===== src/rtl/mtm_alu_pkg.sv =====
// Shared types and constants for the MTM ALU sequencer.
// FSM encoding, opcodes, CTL frame constants, CRC3 polynomial.
package mtm_alu_pkg;

  typedef enum logic [2:0] {
    S_IDLE,
    S_ISSUE,
    S_WAIT,
    S_PACK,
    S_SEND
  } seq_state_t;

  typedef enum logic [2:0] {
    OP_AND = 3'b000,
    OP_OR  = 3'b001,
    OP_ADD = 3'b100,
    OP_SUB = 3'b101
  } alu_op_t;

  localparam logic [7:0] CTL_ERR_DATA = 8'h86;

  // x^3 + x + 1
  localparam logic [3:0] CRC3_POLY = 4'b1011;

  // {C[31:0], 1'b0, flags[3:0]}
  localparam int CRC3_MSG_W = 37;

endpackage


===== src/rtl/mtm_alu_crc3.sv =====
// Combinational CRC3 (x^3+x+1, init 0) over the
// 37-bit result message, MSB first.
module mtm_alu_crc3
  import mtm_alu_pkg::*;
(
  input  logic [CRC3_MSG_W-1:0] msg,
  output logic [2:0]            crc
);

  logic [2:0] r;
  logic       fb;

  // Unrolled serial LFSR: remainder of M(x)*x^3
  always_comb begin
    r  = 3'b000;
    fb = 1'b0;
    for (int i = CRC3_MSG_W - 1; i >= 0; i--) begin
      fb = r[2] ^ msg[i];
      r  = {r[1:0], 1'b0} ^ ({3{fb}} & CRC3_POLY[2:0]);
    end
    crc = r;
  end

endmodule


===== src/rtl/mtm_alu_core_sequencer.sv =====
// Issues one command per transaction to the ALU and returns
// result/error frames. Optional: MTM_ALU_SEQ_TIMEOUT_EN.
module mtm_alu_core_sequencer
  import mtm_alu_pkg::*;
#(
  parameter int DATA_W      = 32,
  parameter int TIMEOUT_CYC = 64
) (
  input  logic              clk,
  input  logic              rst,
  input  logic              req_valid,
  output logic              req_ready,
  input  logic [DATA_W-1:0] req_A,
  input  logic [DATA_W-1:0] req_B,
  input  logic [2:0]        req_op,
  input  logic              req_err,
  input  logic [7:0]        req_ctl,
  output logic              alu_start,
  output logic [DATA_W-1:0] alu_A,
  output logic [DATA_W-1:0] alu_B,
  output logic [2:0]        alu_op,
  input  logic              alu_done,
  input  logic [DATA_W-1:0] alu_C,
  input  logic [3:0]        alu_flags,
  output logic              rsp_valid,
  input  logic              rsp_ready,
  output logic              rsp_is_err,
  output logic [DATA_W-1:0] rsp_C,
  output logic [7:0]        rsp_ctl,
  output logic [15:0]       ops_cnt,
  output logic              timeout_err
);

  seq_state_t        state;
  seq_state_t        state_n;
  logic [DATA_W-1:0] c_q;
  logic [3:0]        flags_q;
  logic [2:0]        crc3;
  logic              accept;
  logic              done_hit;
  logic              wait_expired;

  assign accept    = (state == S_IDLE) && req_valid;
  assign done_hit  = (state == S_WAIT) && alu_done;
  assign req_ready = (state == S_IDLE) && !rst;
  assign alu_start = (state == S_ISSUE);
  assign rsp_valid = (state == S_SEND);

  mtm_alu_crc3 u_crc3 (
    .msg ({c_q, 1'b0, flags_q}),
    .crc (crc3)
  );

`ifdef MTM_ALU_SEQ_TIMEOUT_EN
  localparam int CNT_W = $clog2(TIMEOUT_CYC + 1);
  localparam logic [CNT_W-1:0] CNT_LAST =
    CNT_W'(TIMEOUT_CYC - 1);

  logic [CNT_W-1:0] wait_cnt;

  // Done in the expiry cycle takes priority
  assign wait_expired = (state == S_WAIT) &&
                        !alu_done &&
                        (wait_cnt == CNT_LAST);

  // WAIT-cycle counter, cleared in ISSUE; pulse on expiry
  always_ff @(posedge clk or posedge rst) begin
    if (rst) begin
      wait_cnt    <= '0;
      timeout_err <= 1'b0;
    end else begin
      timeout_err <= wait_expired;
      if (state == S_ISSUE)
        wait_cnt <= '0;
      else if (state == S_WAIT)
        wait_cnt <= wait_cnt + 1'b1;
    end
  end
`else
  logic unused_cfg;

  assign unused_cfg   = ^TIMEOUT_CYC;
  assign wait_expired = 1'b0;
  assign timeout_err  = 1'b0;
`endif

  // State register
  always_ff @(posedge clk or posedge rst) begin
    if (rst)
      state <= S_IDLE;
    else
      state <= state_n;
  end

  // Next-state logic
  always_comb begin
    state_n = state;
    unique case (state)
      S_IDLE:
        if (req_valid)
          state_n = req_err ? S_SEND : S_ISSUE;
      S_ISSUE:
        state_n = S_WAIT;
      S_WAIT:
        if (alu_done)
          state_n = S_PACK;
        else if (wait_expired)
          state_n = S_SEND;
      S_PACK:
        state_n = S_SEND;
      S_SEND:
        if (rsp_ready)
          state_n = S_IDLE;
      default:
        state_n = S_IDLE;
    endcase
  end

  // Operand capture, result packing, response regs, counter
  always_ff @(posedge clk or posedge rst) begin
    if (rst) begin
      alu_A      <= '0;
      alu_B      <= '0;
      alu_op     <= '0;
      c_q        <= '0;
      flags_q    <= '0;
      rsp_C      <= '0;
      rsp_ctl    <= '0;
      rsp_is_err <= 1'b0;
      ops_cnt    <= '0;
    end else begin
      if (accept && !req_err) begin
        alu_A  <= req_A;
        alu_B  <= req_B;
        alu_op <= req_op;
      end
      if (accept && req_err) begin
        rsp_C      <= '0;
        rsp_ctl    <= req_ctl;
        rsp_is_err <= 1'b1;
      end
      if (done_hit) begin
        c_q     <= alu_C;
        flags_q <= alu_flags;
      end
      if (state == S_PACK) begin
        rsp_C      <= c_q;
        rsp_ctl    <= {1'b0, flags_q, crc3};
        rsp_is_err <= 1'b0;
      end
      if (wait_expired) begin
        rsp_C      <= '0;
        rsp_ctl    <= CTL_ERR_DATA;
        rsp_is_err <= 1'b1;
      end
      if ((state == S_SEND) && rsp_ready)
        ops_cnt <= ops_cnt + 16'd1;
    end
  end

endmodule


===== config.mk =====
export PLATFORM = sky130hd
export DESIGN_NAME = mtm_alu_core_sequencer
export DESIGN_NICKNAME = d
export VERILOG_FILES = /design/src/rtl/mtm_alu_pkg.sv /design/src/rtl/mtm_alu_crc3.sv /design/src/rtl/mtm_alu_core_sequencer.sv
export SDC_FILE = /design/constraint.sdc
export NUM_CORES = 1
export LEC_CHECK = 0
export CORE_MARGIN = 1
export CORE_UTILIZATION = 50
export CTS_BUF_LIST = sky130_fd_sc_hd__clkbuf_4 sky130_fd_sc_hd__clkbuf_8
export DETAILED_ROUTE_END_ITERATION = 8
export GPL_TIMING_DRIVEN = 0
export PLACE_DENSITY_LB_ADDON = 0.25
export SLEW_MARGIN = 20
export SYNTH_ARGS = -nofsm -noshare
export SYNTH_HDL_FRONTEND = slang
export SYNTH_SLANG_ARGS = --single-unit

===== constraint.sdc =====
create_clock -name clk -period 12.75 [get_ports clk]
set_clock_uncertainty 0.1 [all_clocks]
set_input_delay 1.9125 -clock clk [delete_from_list [all_inputs] [get_ports clk]]
set_output_delay 1.9125 -clock clk [all_outputs]
set_load 0.03 [all_outputs]

==> flow_metrics.tcl <==
set metrics [dict create \
    critical_path.max_fanout 2 \
    timing.critical_path.slowest_stage_cell "clkdlybuf4s50_1" \
    proportion_of_netlist_area_held_by_the_largest_area_contributor_pct 60.3 \
    vdd.ir_drop.worst_mv 0.341 \
    run_status "complete, no violations" \
    numCtsBuffers 17 \
    cts-root-buf "clkbuf_8" \
    final_weighted_congestion_in_routability_driven_placement 0.817 \
    share_of_post_route_cells_with_drive_strength_above_1_pct 19.5 \
    track_usage_pct 25.9 \
    first_pass_iters 5 \
    share_of_the_synthesized_area_in_compound_gates_ao_oa_aoi_oai_pct 1.28 \
    synth_cells 515 \
    detailroute.via_count 4889 \
    clkTransAtPathRegs_ns 0.07 \
    finalSetupViolations 0 \
    finalCritPeriodShare_pct 42.6 \
    final_period_minus_worst_setup_slack_ns 5.43 \
    hold_viol 0 \
    clk-insertion-delay-late_ns 0.44 \
    port_buffers 243 \
    detail_route.vias_per_cell 5.07 \
    min_to "ops_cnt[15]" \
    cts_max_path_buffers 2 \
    drv_cap 0 \
    tritoncts "yes" \
    timing.critical_path.required_ns 10.74 \
    timing_max_transition_violations_final 0 \
    relSlewSlack_pct 52.3 \
    reg2regPathDepth 7 \
    drt.antenna.violating_nets 0 \
    path_cells "clkdlybuf4s50_1 -> nor4_1 -> clkdlybuf4s50_1" \
    synth.cell_area_mm2 0.00676 \
    synthesis.area_per_instance_um2 13.1 \
    grt-ovfl-total 0 \
    synth_area_leader_cell "dfrtp_1" \
    post_synthesis_simple_gate_area_fraction_pct 9.94 \
    nets 896 \
    worst_setup_path_end_kind "primary output" \
    detail_route.iter0.violations 223 \
    hold_path_class "flip-flop to flip-flop" \
    syn-num-nets 633 \
    cts_setup_buffers 0 \
    hold_start "ops_cnt[15]" \
    arrival_ns 3.42 \
    rows 42 \
    synth.ff_latch_count 163 \
    post-route-util_pct 74.6 \
    grt_first_pass_wirelength_um 27500 \
    yosys-top-cells-area "dfrtp_1, mux2_2, nand2_1" \
    timing.critical_path.from_type "input port" \
    r2r-start "state[0]" \
    timing.hold.worst_path_depth 1 \
    synth.mux.area_fraction_pct 17.5 \
    core_area_mm2 0.0132 \
    grt_antenna_before_repair 0 \
    die-width_um 118 \
    antenna_cells_inserted 0 \
    setup_tns_ns 0 \
    post-route-drc-count 0 \
    crit_path_frequent_cell "clkdlybuf4s50_1" \
    max_slew.worst_pin.slew_ns 0.712 \
    detailed_place_hpwl_um 12800 \
    combinational_family_with_the_most_area_after_synthesis "multiplexers" \
    upper_clock_frequency_limit_mhz 184 \
    highest_count_cells_in_the_layout_ignoring_fill_and_taps "clkdlybuf4s50_1, dfrtp_1, mux2_2, nand2_1, nand3_1" \
    postCtsHoldBufs 0 \
    synth_warnings 0 \
    routedWlPerCell_um 17.8 \
    routed_wirelength_um 17200 \
    netlist-cell-type-count 33 \
    slowest_delay_ns 0.76 \
    timing.reg2reg.setup_slack_ns 10.23 \
    rsz0062_at_grt "false" \
    floorplan.io_pins 245 \
    initial_utilization_pct 51.3 \
    worstSetupPathType "input port to primary output" \
    powerDensity_mw_per_mm2 313 \
    synth_fa_ha_area_share_pct 0.185 \
    die_y_um 118 \
    area.growth.synth_to_final_pct 45.6 \
    layout_commonest_cell "clkdlybuf4s50_1" \
    synth_seq_area_share_pct 60.3 \
    cts-htree-levels 4 \
    grt_pass1_vias 5132 \
    die_area_mm2 0.0140 \
    p_leak_uw 0.00435 \
    crit-reg2reg-capture "alu_A[23]" \
    cts-resized-gates 0 \
    tritoncts_num_sinks 163 \
    maximum_number_of_pins_on_one_net_before_global_route_repair 106 \
    synth_xor_xnor_area_share_pct 8.75 \
]
==> layout make-up <==
| type | count | area (µm²) |
|---|---|---|
| Buffer | 26 | 115 |
| Clock buffer | 25 | 319 |
| Clock inverter | 5 | 75.1 |
| Sequential cell | 163 | 4080 |
| Multi-Input combinational cell | 321 | 2550 |
| Inverter | 5 | 26.3 |
| Timing Repair Buffer | 244 | 2460 |
| Tap cell | 176 | 220 |
| Fill cell | 913 | 3350 |
==> worst max path at each step <==
stage	start	to	slack, ns
finish	rst	req_ready	7.32
CTS	rst	req_ready	7.29
global route	rst	req_ready	7.27
global placement	rst	alu_B[16]	4.43
floorplan	rst	alu_A[0]	6.33
detailed placement	rst	req_ready	7.30
==> registers in the layout, indices dropped and copies added, names as in the netlist <==
name	cells
alu_A	32
alu_B	32
c_q	32
rsp_C	32
ops_cnt	16
rsp_ctl	8
flags_q	4
alu_op	3
state	3
rsp_is_err	1
==> per-layer routing <==
layer | wire (µm) | track usage [%] | part of all wire [%] | vias up
met1 | 6780 | 30.2 | 39 | 2405
li1 | - | - | - | 2276
met3 | 1140 | 7.05 | 6.6 | 32
met4 | 403 | 10.7 | 2.3 | 0
met5 | 0 | 0 | 0 | -
met2 | 8870 | 45.0 | 52 | 176
==> Yosys cell counts <==
cell / count
o22ai_1: 4
nand3_1: 40
and3_1: 5
xnor3_1: 9
nor3_1: 2
conb_1: 1
xor2_1: 9
and4_1: 2
xnor2_1: 30
xor3_1: 1
xnor3_2: 1
mux2_2: 105
a2111oi_0: 1
a221oi_1: 1
a21o_1: 1
a21boi_0: 1
or2_2: 1
nor3_2: 1
nand2_1: 79
dfrtp_1: 163
buf_1: 2
buf_2: 11
nand4_1: 3
nor2_1: 15
ha_1: 1
and4bb_2: 1
a31o_2: 1
o21ai_1: 2
buf_4: 1
clkbuf_1: 12
nor4_1: 2
a21oi_1: 2
inv_1: 5
==> per-stage QoR <==
step / power, µW / instance area, µm² / hold slack (ns) / std cells / worst slack, ns
floorplan: 2100 / 6760 / 0.359 / 515 / 6.33
global placement: 2660 / 9410 / 0.357 / 934 / 4.43
detailed placement: 2700 / 9450 / 0.358 / 935 / 7.30
CTS: 3100 / 9840 / 0.372 / 965 / 7.29
global route: 3240 / 9840 / 0.375 / 965 / 7.27
finish: 3080 / 9840 / 0.364 / 965 / 7.32
==> cells by family after synthesis <==
kind of cell | after synthesis
flip-flops | 163
XOR/XNOR | 50
AO/OA/AOI/OAI | 13
AND/OR/NAND/NOR | 151
multiplexers | 105
other | 1
buffers and inverters | 31
adder cells (fa/ha/maj) | 1
==> power by group <==
| part | internal [µW] | switching [µW] | leakage (µW) |
|---|---|---|---|
| Sequential | 761 | 166 | 0.00201 |
| Clock | 201 | 172 | 0.000209 |
| Combinational | 929 | 850 | 0.00214 |
==> critical path, delay by kind of cell <==
family | cells | cell delay, ns
buffers and inverters | 2 | 1.29
AND/OR/NAND/NOR | 1 | 0.22
Power figures use the tool's default switching activity.
